`src/rtl/mem_if_pkg.sv`:
```
// Shared types for the 128-bit line memory interface.
// Latency: n/a (types, parameters and a helper only).
// Backpressure: n/a.
package mem_if_pkg;

    localparam int LINE_W = 128;
    localparam int ADDR_W = 32;

    typedef logic [LINE_W-1:0] line_t;
    typedef logic [ADDR_W-1:0] addr_t;

    typedef enum logic [2:0] {
        IDLE,
        WB_ISSUE,
        WB_WAIT,
        RD_ISSUE,
        RD_WAIT,
        RESP
    } req_state_t;

    // Clear the byte-offset bits so the address points at the start of its line.
    function automatic addr_t line_align(input addr_t addr, input int unsigned line_bytes);
        return addr & ~addr_t'(line_bytes - 1);
    endfunction

endpackage

```
`src/rtl/cache_mem_requester_if.sv`:
```
// Bundle of the cache-side request/response and memory-side line signals.
// Latency: n/a (wiring only).
// Backpressure: carried by out_req_ready (cache side) and in_mem_ready (memory side).
interface cache_mem_requester_if;
    import mem_if_pkg::*;

    logic  in_req_valid;
    logic  out_req_ready;
    addr_t in_req_addr;
    logic  in_req_dirty;
    addr_t in_victim_addr;
    line_t in_victim_data;
    logic  out_resp_valid;
    line_t out_resp_data;
    logic  out_mem_read_en;
    logic  out_mem_write_en;
    addr_t out_mem_addr;
    line_t out_mem_write_data;
    logic  in_mem_ready;
    line_t in_mem_read_data;
    logic  out_timeout_err;

    // The requester block itself.
    modport master (
        input  in_req_valid, in_req_addr, in_req_dirty, in_victim_addr, in_victim_data,
        input  in_mem_ready, in_mem_read_data,
        output out_req_ready, out_resp_valid, out_resp_data,
        output out_mem_read_en, out_mem_write_en, out_mem_addr, out_mem_write_data,
        output out_timeout_err
    );

    // The cache and memory surrounding it.
    modport slave (
        output in_req_valid, in_req_addr, in_req_dirty, in_victim_addr, in_victim_data,
        output in_mem_ready, in_mem_read_data,
        input  out_req_ready, out_resp_valid, out_resp_data,
        input  out_mem_read_en, out_mem_write_en, out_mem_addr, out_mem_write_data,
        input  out_timeout_err
    );

endinterface

```
`src/rtl/cache_mem_requester.sv`:
```
// Miss handler memory port: optional victim writeback, then line refill returned to the cache.
// Latency: accept -> resp_valid = 1 + mem latency + 1, plus (1 + mem latency) when a writeback is needed.
// Backpressure: one request at a time; out_req_ready only in IDLE, waits on in_mem_ready indefinitely.
module cache_mem_requester
    import mem_if_pkg::*;
#(
    parameter int LINE_BYTES = 16,
    parameter int TIMEOUT    = 64
) (
    input logic clk,
    input logic reset,
    cache_mem_requester_if.master bus
);

    localparam int              CNT_W    = $clog2(TIMEOUT + 1);
    localparam logic [CNT_W-1:0] CNT_MAX  = CNT_W'(TIMEOUT);
    localparam logic [CNT_W-1:0] CNT_LAST = CNT_W'(TIMEOUT - 1);

    req_state_t       state;
    addr_t            refill_addr;
    logic [CNT_W-1:0] wait_cnt;

    logic  req_ready;
    logic  resp_valid;
    line_t resp_data;
    logic  mem_read_en;
    logic  mem_write_en;
    addr_t mem_addr;
    line_t mem_write_data;
    logic  timeout_err;

    assign bus.out_req_ready      = req_ready;
    assign bus.out_resp_valid     = resp_valid;
    assign bus.out_resp_data      = resp_data;
    assign bus.out_mem_read_en    = mem_read_en;
    assign bus.out_mem_write_en   = mem_write_en;
    assign bus.out_mem_addr       = mem_addr;
    assign bus.out_mem_write_data = mem_write_data;
    assign bus.out_timeout_err    = timeout_err;

    // Request FSM with registered outputs; the en pulses and resp_valid default low every cycle
    // so each is high for exactly the one cycle in which it is set.
    always_ff @(posedge clk or negedge reset) begin
        if (!reset) begin
            state          <= IDLE;
            refill_addr    <= '0;
            wait_cnt       <= '0;
            req_ready      <= 1'b1;
            resp_valid     <= 1'b0;
            resp_data      <= '0;
            mem_read_en    <= 1'b0;
            mem_write_en   <= 1'b0;
            mem_addr       <= '0;
            mem_write_data <= '0;
            timeout_err    <= 1'b0;
        end else begin
            mem_read_en  <= 1'b0;
            mem_write_en <= 1'b0;
            resp_valid   <= 1'b0;
            case (state)
                IDLE: begin
                    if (bus.in_req_valid) begin
                        req_ready   <= 1'b0;
                        refill_addr <= line_align(bus.in_req_addr, LINE_BYTES);
                        wait_cnt    <= '0;
                        if (bus.in_req_dirty) begin
                            state          <= WB_ISSUE;
                            mem_write_en   <= 1'b1;
                            mem_addr       <= line_align(bus.in_victim_addr, LINE_BYTES);
                            mem_write_data <= bus.in_victim_data;
                        end else begin
                            state       <= RD_ISSUE;
                            mem_read_en <= 1'b1;
                            mem_addr    <= line_align(bus.in_req_addr, LINE_BYTES);
                        end
                    end
                end
                WB_ISSUE: begin
                    state    <= WB_WAIT;
                    wait_cnt <= '0;
                end
                WB_WAIT: begin
                    if (bus.in_mem_ready) begin
                        state       <= RD_ISSUE;
                        mem_read_en <= 1'b1;
                        mem_addr    <= refill_addr;
                        wait_cnt    <= '0;
                    end else begin
                        if (wait_cnt != CNT_MAX) wait_cnt <= wait_cnt + 1'b1;
                        if (wait_cnt == CNT_LAST) timeout_err <= 1'b1;
                    end
                end
                RD_ISSUE: begin
                    state    <= RD_WAIT;
                    wait_cnt <= '0;
                end
                RD_WAIT: begin
                    if (bus.in_mem_ready) begin
                        state      <= RESP;
                        resp_data  <= bus.in_mem_read_data;
                        resp_valid <= 1'b1;
                    end else begin
                        if (wait_cnt != CNT_MAX) wait_cnt <= wait_cnt + 1'b1;
                        if (wait_cnt == CNT_LAST) timeout_err <= 1'b1;
                    end
                end
                RESP: begin
                    state     <= IDLE;
                    req_ready <= 1'b1;
                end
                default: begin
                    state     <= IDLE;
                    req_ready <= 1'b1;
                end
            endcase
        end
    end

endmodule

```
`src/flat_wrapper.sv`:
```
// flat-port wrapper written by rule: the top's interface ports become plain ports
module cache_mem_requester_flat import mem_if_pkg::*;
#(
    parameter int LINE_BYTES = 16,
    parameter int TIMEOUT    = 64
)
  (clk, reset, bus_in_req_valid, bus_in_req_addr, bus_in_req_dirty, bus_in_victim_addr, bus_in_victim_data, bus_in_mem_ready, bus_in_mem_read_data, bus_out_req_ready, bus_out_resp_valid, bus_out_resp_data, bus_out_mem_read_en, bus_out_mem_write_en, bus_out_mem_addr, bus_out_mem_write_data, bus_out_timeout_err);
  cache_mem_requester_if bus_i ();
  input logic clk;
  input logic reset;
  input wire logic [$bits(bus_i.in_req_valid)-1:0] bus_in_req_valid;
  input wire logic [$bits(bus_i.in_req_addr)-1:0] bus_in_req_addr;
  input wire logic [$bits(bus_i.in_req_dirty)-1:0] bus_in_req_dirty;
  input wire logic [$bits(bus_i.in_victim_addr)-1:0] bus_in_victim_addr;
  input wire logic [$bits(bus_i.in_victim_data)-1:0] bus_in_victim_data;
  input wire logic [$bits(bus_i.in_mem_ready)-1:0] bus_in_mem_ready;
  input wire logic [$bits(bus_i.in_mem_read_data)-1:0] bus_in_mem_read_data;
  output wire logic [$bits(bus_i.out_req_ready)-1:0] bus_out_req_ready;
  output wire logic [$bits(bus_i.out_resp_valid)-1:0] bus_out_resp_valid;
  output wire logic [$bits(bus_i.out_resp_data)-1:0] bus_out_resp_data;
  output wire logic [$bits(bus_i.out_mem_read_en)-1:0] bus_out_mem_read_en;
  output wire logic [$bits(bus_i.out_mem_write_en)-1:0] bus_out_mem_write_en;
  output wire logic [$bits(bus_i.out_mem_addr)-1:0] bus_out_mem_addr;
  output wire logic [$bits(bus_i.out_mem_write_data)-1:0] bus_out_mem_write_data;
  output wire logic [$bits(bus_i.out_timeout_err)-1:0] bus_out_timeout_err;
  assign bus_i.in_req_valid = bus_in_req_valid;
  assign bus_i.in_req_addr = bus_in_req_addr;
  assign bus_i.in_req_dirty = bus_in_req_dirty;
  assign bus_i.in_victim_addr = bus_in_victim_addr;
  assign bus_i.in_victim_data = bus_in_victim_data;
  assign bus_i.in_mem_ready = bus_in_mem_ready;
  assign bus_i.in_mem_read_data = bus_in_mem_read_data;
  assign bus_out_req_ready = bus_i.out_req_ready;
  assign bus_out_resp_valid = bus_i.out_resp_valid;
  assign bus_out_resp_data = bus_i.out_resp_data;
  assign bus_out_mem_read_en = bus_i.out_mem_read_en;
  assign bus_out_mem_write_en = bus_i.out_mem_write_en;
  assign bus_out_mem_addr = bus_i.out_mem_addr;
  assign bus_out_mem_write_data = bus_i.out_mem_write_data;
  assign bus_out_timeout_err = bus_i.out_timeout_err;
  cache_mem_requester #(.LINE_BYTES(LINE_BYTES), .TIMEOUT(TIMEOUT)) u_core (.clk(clk), .reset(reset), .bus(bus_i));
endmodule
```
`config.mk`:
```
export PLATFORM = sky130hd
export DESIGN_NAME = cache_mem_requester_flat
export DESIGN_NICKNAME = d
export VERILOG_FILES = /design/src/rtl/mem_if_pkg.sv /design/src/rtl/cache_mem_requester_if.sv /design/src/rtl/cache_mem_requester.sv /design/src/flat_wrapper.sv
export SDC_FILE = /design/constraint.sdc
export NUM_CORES = 1
export LEC_CHECK = 0
export CORE_AREA = 4 4 237 239
export DETAILED_ROUTE_END_ITERATION = 10
export DIE_AREA = 0 0 241 243
export MAX_ROUTING_LAYER = met4
export SLEW_MARGIN = 20
export SYNTH_ARGS = -nofsm -noshare
export SYNTH_HDL_FRONTEND = slang
export SYNTH_SLANG_ARGS = --single-unit
export TNS_END_PERCENT = 5
```
`constraint.sdc`:
```
create_clock -name clk -period 2 [get_ports clk]
set_input_delay 0.4 -clock clk [delete_from_list [all_inputs] [get_ports clk]]
set_output_delay 0.4 -clock clk [all_outputs]
set_load 0.03 [all_outputs]
```
==> impl_table.tex, run 1 <==
\begin{tabular}{lr}
\hline
Metric & Value \\
\hline
\multicolumn{2}{l}{\textbf{Timing}} \\
\quad Final worst-path cycle share & 0.9639 \\
\quad Shortest period the worst path allows & 1.928 ns \\
\quad Final Hold Violating Endpoints & 0 \\
\quad Slew Viols, Final & 0 \\
\quad Unrepaired setup endpoints after global routing & no \\
\quad Max Clock Skew & 0.02153 ns \\
\quad Endpoints failing setup & 0 \\
\quad Highest clock rate & 0.5187 GHz \\
\quad Worst slack on hold paths & 0.3540 ns \\
\multicolumn{2}{l}{\textbf{Clock network}} \\
\quad Clock Tree Root & sky130\_fd\_sc\_hd\_\_clkbuf\_16 \\
\quad TritonCTS clock tree & yes \\
\quad Post-CTS setup repair buffer count & 0 \\
\quad Clock sink count & 327 \\
\quad Clock tree buffer depth & 3 \\
\quad Htree depth & 2 \\
\quad Clock latency of the later-clocked register in the worst-skew pair & 0.55 ns \\
\quad Clock slew seen by the registers of the worst setup and hold paths & 0.06 ns \\
\quad Clock buffers created by TritonCTS & 39 \\
\multicolumn{2}{l}{\textbf{Layout}} \\
\quad Fraction of final layout cells with drive strength greater than 1 & 0.2552 \\
\quad Area growth from synthesis to final layout & 64.31\% \\
\quad Number of filler cells placed in the layout & 5202 \\
\quad Combined area of the multi-input logic cells & 4399 µm² \\
\quad Number of nets in the layout & 1848 \\
\quad End-of-flow core utilization & 0.3933 \\
\quad Area occupied by registers & 8184 µm² \\
\multicolumn{2}{l}{\textbf{Synth}} \\
\quad Number of instances in the synthesized netlist & 881 \\
\quad Share of the synthesized area in the top cell type & 0.6333 \\
\quad Share of synthesized area occupied by flip-flops and latches & 0.6354 \\
\quad Biggest area consumer among synthesized cells & sky130\_fd\_sc\_hd\_\_dfrtp\_1 \\
\quad Top flip-flop cell by instance count after synthesis & sky130\_fd\_sc\_hd\_\_dfrtp\_1 \\
\quad Post-synth EDFFs & 0 \\
\quad Number of warnings reported in the yosys synthesis log & 0 \\
\quad Most area-consuming cells after synthesis & sky130\_fd\_sc\_hd\_\_dfrtp\_1 63\%, sky130\_fd\_sc\_hd\_\_mux2\_2 24\%, sky130\_fd\_sc\_hd\_\_mux2i\_1 2.3\% \\
\quad Number of storage elements in the synthesis netlist & 327 \\
\quad Area of the mapped netlist & 12880 µm² \\
\quad Unique masters post-synth & 37 \\
\quad Synthesized area per cell & 14.62 µm² \\
\quad Ys async rst share & 1.000 \\
\multicolumn{2}{l}{\textbf{Power}} \\
\quad Relative contribution of sequential cells to total power & 0.320 \\
\quad Clock Power Share & 0.210 \\
\quad Combinational fraction of design power & 0.470 \\
\quad Peak supply drop & 0.8022 mV \\
\quad Internal power component & 21030 µW \\
\quad Total power divided by cell area & 1688 nW/µm² \\
\quad Leakage power total & 0.009615 µW \\
\quad Switching share of total power & 0.4115 \\
\quad Net Switching & 14700 µW \\
\multicolumn{2}{l}{\textbf{Global routing}} \\
\quad Maximum number of pins on one net before global-route repair & 64 \\
\quad Met1 demand-to-capacity share in global routing & 0.1593 \\
\quad Top Usage Layer GRT & met2 \\
\quad Number of antenna violations at the first check in global routing & 8 \\
\quad Global-route met3 utilization & 0.05358 \\
\quad M2 GR Usage & 0.2575 \\
\quad Via count of the first global-routing pass & 10500 \\
\quad First-pass GRT wire length & 65.50 mm \\
\quad Final global-route overflow total & 0 \\
\quad Combined global-route utilization of all metal layers & 0.1500 \\
\multicolumn{2}{l}{\textbf{Placement}} \\
\quad Final weighted congestion of routability-driven global placement & 0.8120 \\
\quad \# port buffers & 605 \\
\quad Final HPWL from detailed placement & 34.42 mm \\
\multicolumn{2}{l}{\textbf{Routing}} \\
\quad Number of nets still failing antenna checks after routing & 0 \\
\quad DRT iter0 DRCs & 336 \\
\quad Remaining DRCs & 0 \\
\quad Drt via density & 4.186 \\
\quad Total length of routed wires & 44.38 mm \\
\quad Number of vias after detailed routing & 9443 \\
\quad Wire per inst & 19.67 µm \\
\quad Number of iterations in the first detailed-routing pass & 4 \\
\multicolumn{2}{l}{\textbf{Setup path}} \\
\quad Largest stage delay, worst path & 0.67 ns \\
\quad Critical-path cell with the highest stage delay & sky130\_fd\_sc\_hd\_\_clkdlybuf4s50\_1 \\
\quad Worst setup EP type & output pin \\
\quad Chain of cells forming the critical path & clkdlybuf4s50\_1 \\
\quad Critical path buffer and inverter count & 1 \\
\quad Critical path class & flop to output pin \\
\quad Required @ worst endpoint & 1.60 ns \\
\quad Maximum fanout count along the critical path & 1 \\
\quad Arrival time of data at the critical path endpoint & 1.53 ns \\
\quad Cell family contributing the most delay on the critical path & buffers and inverters \\
\quad CP Launch Type & flop \\
\multicolumn{2}{l}{\textbf{Die}} \\
\quad Height of the die & 243 µm \\
\quad Core Rows & 85 \\
\quad Initial cell density of the core & 0.2394 \\
\quad Placeable Area & 53810 µm² \\
\quad Horizontal die dimension & 241 µm \\
\quad Area of the die & 58560 µm² \\
\quad Number of top-level pins & 618 \\
\multicolumn{2}{l}{\textbf{Hold path}} \\
\quad Worst Hold Class & input port to asynchronous set/reset pin \\
\multicolumn{2}{l}{\textbf{Status}} \\
\quad Status & finished clean \\
\multicolumn{2}{l}{\textbf{Job}} \\
\quad Number of maximum-capacitance violations & 0 \\
\hline
\end{tabular}
==> routing by layer <==
metal | up-vias | wire length, µm
met1 | 4595 | 16630
met5 | - | 0
met4 | 0 | 1646
li1 | 4389 | -
met3 | 74 | 3887
met2 | 385 | 22210
==> metrics by stage <==
stage	power, µW	instances	area (µm²)	setup slack [ns]	TNS, ns
2_1_floorplan	21770	884	12890	0.2991	0
3_3_place_gp	30380	2175	20090	-0.2424	-39.30
3_5_place_dp	30690	2175	20090	-0.2469	-41.21
4_1_cts	36340	2248	21130	0.00001799	0
5_1_grt	37670	2256	21170	0.02171	0
6_report	35730	2256	21170	0.07220	0
==> power groups by stage <==
stage | combinational, µW | sequential [µW] | clock, µW
finish | 16800 | 11400 | 7500
global route | 17800 | 11900 | 8030
CTS | 17100 | 11500 | 7770
detailed placement | 19000 | 11700 | 0
global placement | 18800 | 11600 | 0
floorplan | 4610 | 17200 | 0
==> layout make-up <==
type / count / share of cell area
tap: 696 / 0.04114
antenna: 8 / 0.0009459
clock inverter: 18 / 0.01170
multi-input combinational: 496 / 0.2079
clock buffer: 54 / 0.05309
sequential: 327 / 0.3867
inverter: 6 / 0.001064
timing repair buffer: 651 / 0.2975
==> cells in the final DEF, fill, tap and decap left out, types with 8 or more instances in the layout <==
cell type / count
sky130_fd_sc_hd__dfrtp_1: 326
sky130_fd_sc_hd__clkdlybuf4s50_1: 315
sky130_fd_sc_hd__dlygate4sd2_1: 279
sky130_fd_sc_hd__mux2_2: 275
sky130_fd_sc_hd__nand2_1: 44
sky130_fd_sc_hd__clkbuf_16: 40
sky130_fd_sc_hd__o21ai_0: 34
sky130_fd_sc_hd__a21oi_1: 34
sky130_fd_sc_hd__nor2_1: 33
sky130_fd_sc_hd__mux2i_1: 30
sky130_fd_sc_hd__buf_4: 28
sky130_fd_sc_hd__buf_12: 18
sky130_fd_sc_hd__mux2_1: 10
sky130_fd_sc_hd__diode_2: 8
sky130_fd_sc_hd__dlymetal6s2s_1: 8
==> path summary, 6_finish.rpt <==
check	from	endpoint	slack, ns	cells past startpoint
setup / recovery	u_core.bus.out_mem_read_en	bus_out_mem_read_en	0.07	1
hold / removal	reset	u_core.refill_addr[19]	0.35	2
setup reg to reg	u_core.state[1]	u_core.bus.out_resp_data[73]	0.24	5
hold reg to reg	u_core.bus.out_timeout_err	u_core.bus.out_timeout_err	0.46	1
max in group asynchronous	reset	u_core.bus.out_mem_write_data[57]	0.86	3
min in group clk	bus_in_req_dirty	u_core.bus.out_mem_write_en	0.41	3
==> cells by family (layout without fill, tap and decap cells) <==
| kind of cell | count (synthesis) | after routing | synth area share |
|---|---|---|---|
| XOR/XNOR | 1 | 1 | 0.0006801 |
| other | 1 | 12 | 0.0002911 |
| buffers and inverters | 61 | 729 | 0.02545 |
| flip-flops | 327 | 327 | 0.6354 |
| multiplexers | 315 | 315 | 0.2725 |
| AND/OR/NAND/NOR | 98 | 98 | 0.03274 |
| adder cells (fa/ha/maj) | 2 | 2 | 0.001942 |
| AO/OA/AOI/OAI | 76 | 76 | 0.03108 |
==> cells in the mapped netlist, drive strengths merged (2+ instances only) <==
library cell	instances
mux2	285
inv	6
clkbuf	10
nor2	33
and3	3
nand2	44
dfrtp	326
or3	2
buf	45
o21ai	34
nor4	2
a21oi	34
nor3	4
mux2i	30
nand3	5
ha	2
o22ai	2
==> timing repair <==
action	4_1_cts	5_1_grt
hold buffers	1	0
endpoints found under the hold margin	26	0
resized for setup	279	8
endpoints found under the setup margin	279	8
==> flip-flops by register name, summed over array words and instances (netlist names) <==
name and cells:
u_core.bus.out_mem_addr 28, u_core.bus.out_mem_write_data 128, u_core.bus.out_timeout_err 1, u_core.bus.out_resp_valid 1, u_core.state 3, u_core.bus.out_mem_write_en 1, u_core.wait_cnt 7, u_core.bus.out_resp_data 128
u_core.bus.out_req_ready 1, u_core.bus.out_mem_read_en 1, u_core.refill_addr 28
Note: power is estimated with default switching activity, not from simulation.
==> run 2, diff against run 1 <==
--- a/config.mk
+++ b/config.mk
@@ -5,9 +5,9 @@
 export SDC_FILE = /design/constraint.sdc
 export NUM_CORES = 1
 export LEC_CHECK = 0
-export CORE_AREA = 4 4 237 239
+export CORE_AREA = 5 5 238 240
 export DETAILED_ROUTE_END_ITERATION = 10
-export DIE_AREA = 0 0 241 243
+export DIE_AREA = 0 0 243 245
 export MAX_ROUTING_LAYER = met4
 export SLEW_MARGIN = 20
 export SYNTH_ARGS = -nofsm -noshare
==> run 2 against run 1 <==
  * Via count rose by 0.36%
  * Cell count is 0.35% higher
  * Hold slack worse by 0.022 ns
  * Critical path type unchanged
  * Critical endpoint is now bus_out_resp_data[103]
  * Largest power group unchanged
==> impl_table.tex, run 2 (synthesis gave the netlist of run 1 again) <==
\begin{tabular}{lr}
\hline
Metric & Value \\
\hline
\multicolumn{2}{l}{\textbf{Status}} \\
\quad Status & finished clean \\
\multicolumn{2}{l}{\textbf{Layout}} \\
\quad Number of nets in the layout & 1856 \\
\quad Top library cells by usage in the layout, fill and taps aside & 334 x sky130\_fd\_sc\_hd\_\_clkdlybuf4s50\_1, 326 x sky130\_fd\_sc\_hd\_\_dfrtp\_1, 275 x sky130\_fd\_sc\_hd\_\_mux2\_2, 235 x sky130\_fd\_sc\_hd\_\_dlygate4sd2\_1, 44 x sky130\_fd\_sc\_hd\_\_nand2\_1 \\
\quad Fraction of final layout cells with drive strength greater than 1 & 0.2561 \\
\quad End-of-flow core utilization & 0.3898 \\
\quad Number of filler cells placed in the layout & 5257 \\
\quad Most common cell after layout, fill and taps aside & sky130\_fd\_sc\_hd\_\_clkdlybuf4s50\_1 \\
\quad Area growth from synthesis to final layout & 64.78\% \\
\multicolumn{2}{l}{\textbf{Timing}} \\
\quad Final worst-path cycle share & 0.9741 \\
\quad Max Clock Skew & 0.01204 ns \\
\quad Post-Route Setup TNS & 0 ns \\
\quad Relative slew slack & 0.6344 \\
\quad Slew @ Worst Pin & 0.5506 ns \\
\quad Endpoints failing setup & 0 \\
\quad Final Hold Violating Endpoints & 0 \\
\quad Slew Viols, Final & 0 \\
\quad Highest clock rate & 0.5133 GHz \\
\quad Shortest period the worst path allows & 1.948 ns \\
\multicolumn{2}{l}{\textbf{Setup path}} \\
\quad Worst flop-to-flop path endpoint & u\_core.bus.out\_resp\_data[53] \\
\quad Critical path buffer and inverter count & 1 \\
\quad Chain of cells forming the critical path & clkdlybuf4s50\_1 \\
\quad Critical path class & flop to output pin \\
\quad Register-to-register setup slack & 0.15 ns \\
\quad Required @ worst endpoint & 1.60 ns \\
\quad Launch instance of the worst register-to-register path & u\_core.state[1] \\
\quad Arrival time of data at the critical path endpoint & 1.55 ns \\
\quad CP Launch Type & flop \\
\quad Depth of the worst register-to-register path & 5 \\
\quad Critical path endpoint & bus\_out\_resp\_data[103] \\
\quad Worst setup EP type & output pin \\
\quad Critical-path cell with the highest stage delay & sky130\_fd\_sc\_hd\_\_clkdlybuf4s50\_1 \\
\quad Cell family contributing the most delay on the critical path & buffers and inverters \\
\quad Launch point of the critical path & u\_core.bus.out\_resp\_data[103] \\
\quad Largest stage delay, worst path & 0.68 ns \\
\quad Maximum fanout count along the critical path & 2 \\
\quad Critical path depth in cells & 1 \\
\multicolumn{2}{l}{\textbf{Routing}} \\
\quad Drt via density & 4.186 \\
\quad Wire per inst & 19.22 µm \\
\quad DRT iter0 DRCs & 251 \\
\quad Number of nets still failing antenna checks after routing & 0 \\
\quad Wire length on met2 & 22.33 mm \\
\quad Number of vias after detailed routing & 9477 \\
\quad Highest routed metal layer & met4 \\
\quad Detailed-routing wirelength on met1 & 16.26 mm \\
\quad Total length of routed wires & 43.51 mm \\
\quad Met3 routed WL & 3.657 mm \\
\quad Remaining DRCs & 0 \\
\quad Number of iterations in the first detailed-routing pass & 4 \\
\multicolumn{2}{l}{\textbf{Die}} \\
\quad Initial cell density of the core & 0.2366 \\
\quad Area of the die & 59540 µm² \\
\quad Number of top-level pins & 618 \\
\quad Core Rows & 86 \\
\quad Placeable Area & 54450 µm² \\
\quad Height of the die & 245 µm \\
\quad Horizontal die dimension & 243 µm \\
\multicolumn{2}{l}{\textbf{Global routing}} \\
\quad Via count of the first global-routing pass & 10330 \\
\quad Number of antenna violations at the first check in global routing & 5 \\
\quad Maximum number of pins on one net before global-route repair & 49 \\
\quad First-pass GRT wire length & 65.12 mm \\
\quad Final global-route overflow total & 0 \\
\quad Combined global-route utilization of all metal layers & 0.1442 \\
\multicolumn{2}{l}{\textbf{Clock network}} \\
\quad Clock latency of the later-clocked register in the worst-skew pair & 0.54 ns \\
\quad Clock tree buffer depth & 3 \\
\quad Clock sink count & 327 \\
\quad Htree depth & 2 \\
\quad Clock buffers created by TritonCTS & 39 \\
\quad Clock slew seen by the registers of the worst setup and hold paths & 0.06 ns \\
\quad Clock Tree Root & sky130\_fd\_sc\_hd\_\_clkbuf\_16 \\
\quad TritonCTS clock tree & yes \\
\multicolumn{2}{l}{\textbf{Job}} \\
\quad Number of maximum-capacitance violations & 0 \\
\multicolumn{2}{l}{\textbf{Placement}} \\
\quad \# port buffers & 605 \\
\quad Final weighted congestion of routability-driven global placement & 0.8056 \\
\quad Final HPWL from detailed placement & 34.23 mm \\
\multicolumn{2}{l}{\textbf{Hold path}} \\
\quad Worst Hold Class & input port to asynchronous set/reset pin \\
\multicolumn{2}{l}{\textbf{Power}} \\
\quad Peak supply drop & 0.9051 mV \\
\quad Leakage power total & 0.009779 µW \\
\quad Total power divided by cell area & 1664 nW/µm² \\
\hline
\end{tabular}
[run 2: changes by cell type in the layout (fill, tap and decap cells not counted), sizes merged, moves of 2 or more]
cell,change
dlygate4sd2,-44
dlymetal6s2s,+25
clkdlybuf4s50,+19
buf,+8
bufinv,-4
clkinvlp,-3
diode,-2
[run 2: how the worst min path moves through the flow]
stage,from,endpoint,slack (ns),cells past startpoint
final,reset,u_core.bus.out_mem_addr[28],0.33,2
after detailed placement,reset,u_core.bus.out_mem_addr[28],0.29,1
after global routing,reset,u_core.bus.out_mem_addr[28],0.34,2
after global placement,reset,u_core.bus.out_mem_addr[28],0.28,1
after floorplan,reset,u_core.bus.out_mem_addr[10],0.10,0
after CTS,reset,u_core.bus.out_mem_addr[6],0.29,2
[run 2: repair_timing]
item,in CTS,in global routing
hold endpoints to repair,27,0
gates resized for setup,235,33
setup buffers,0,0
hold buffers,1,0
setup endpoints to repair,235,33
[run 2: routing by layer]
metal	vias to the layer above	global-route usage
li1	4410	-
met1	4621	0.1545
met2	381	0.2477
met3	65	0.05466
met4	0	0.04773
met5	-	-
[run 2: per-stage QoR]
step / hold slack [ns] / power [µW] / instance area, µm² / worst slack, ns / cells
after floorplan: 0.1044 / 21770 / 12890 / 0.2991 / 884
after global placement: 0.2843 / 30470 / 20200 / -0.2424 / 2191
after detailed placement: 0.2898 / 30760 / 20200 / -0.2778 / 2191
after CTS: 0.2892 / 36010 / 21130 / 0.0001125 / 2258
after global routing: 0.3384 / 37230 / 21220 / -0.004770 / 2263
final: 0.3321 / 35330 / 21230 / 0.05178 / 2264
[run 2: report_power, final]
part           switching, µW  internal, µW
Sequential              1550          9850
Clock                   2780          4000
Combinational          10200          6940
Total                  14500         20800
[run 2: layout make-up]
type | instances | area (µm²) | area share
Tap cell | 704 | 880.8 | 0.04150
Clock buffer | 54 | 1112 | 0.05241
Timing Repair Buffer | 659 | 6513 | 0.3068
Multi-Input combinational cell | 496 | 4399 | 0.2073
Antenna cell | 6 | 15.01 | 0.0007074
Sequential cell | 327 | 8184 | 0.3856
Clock inverter | 12 | 98.84 | 0.004657
Inverter | 6 | 22.52 | 0.001061
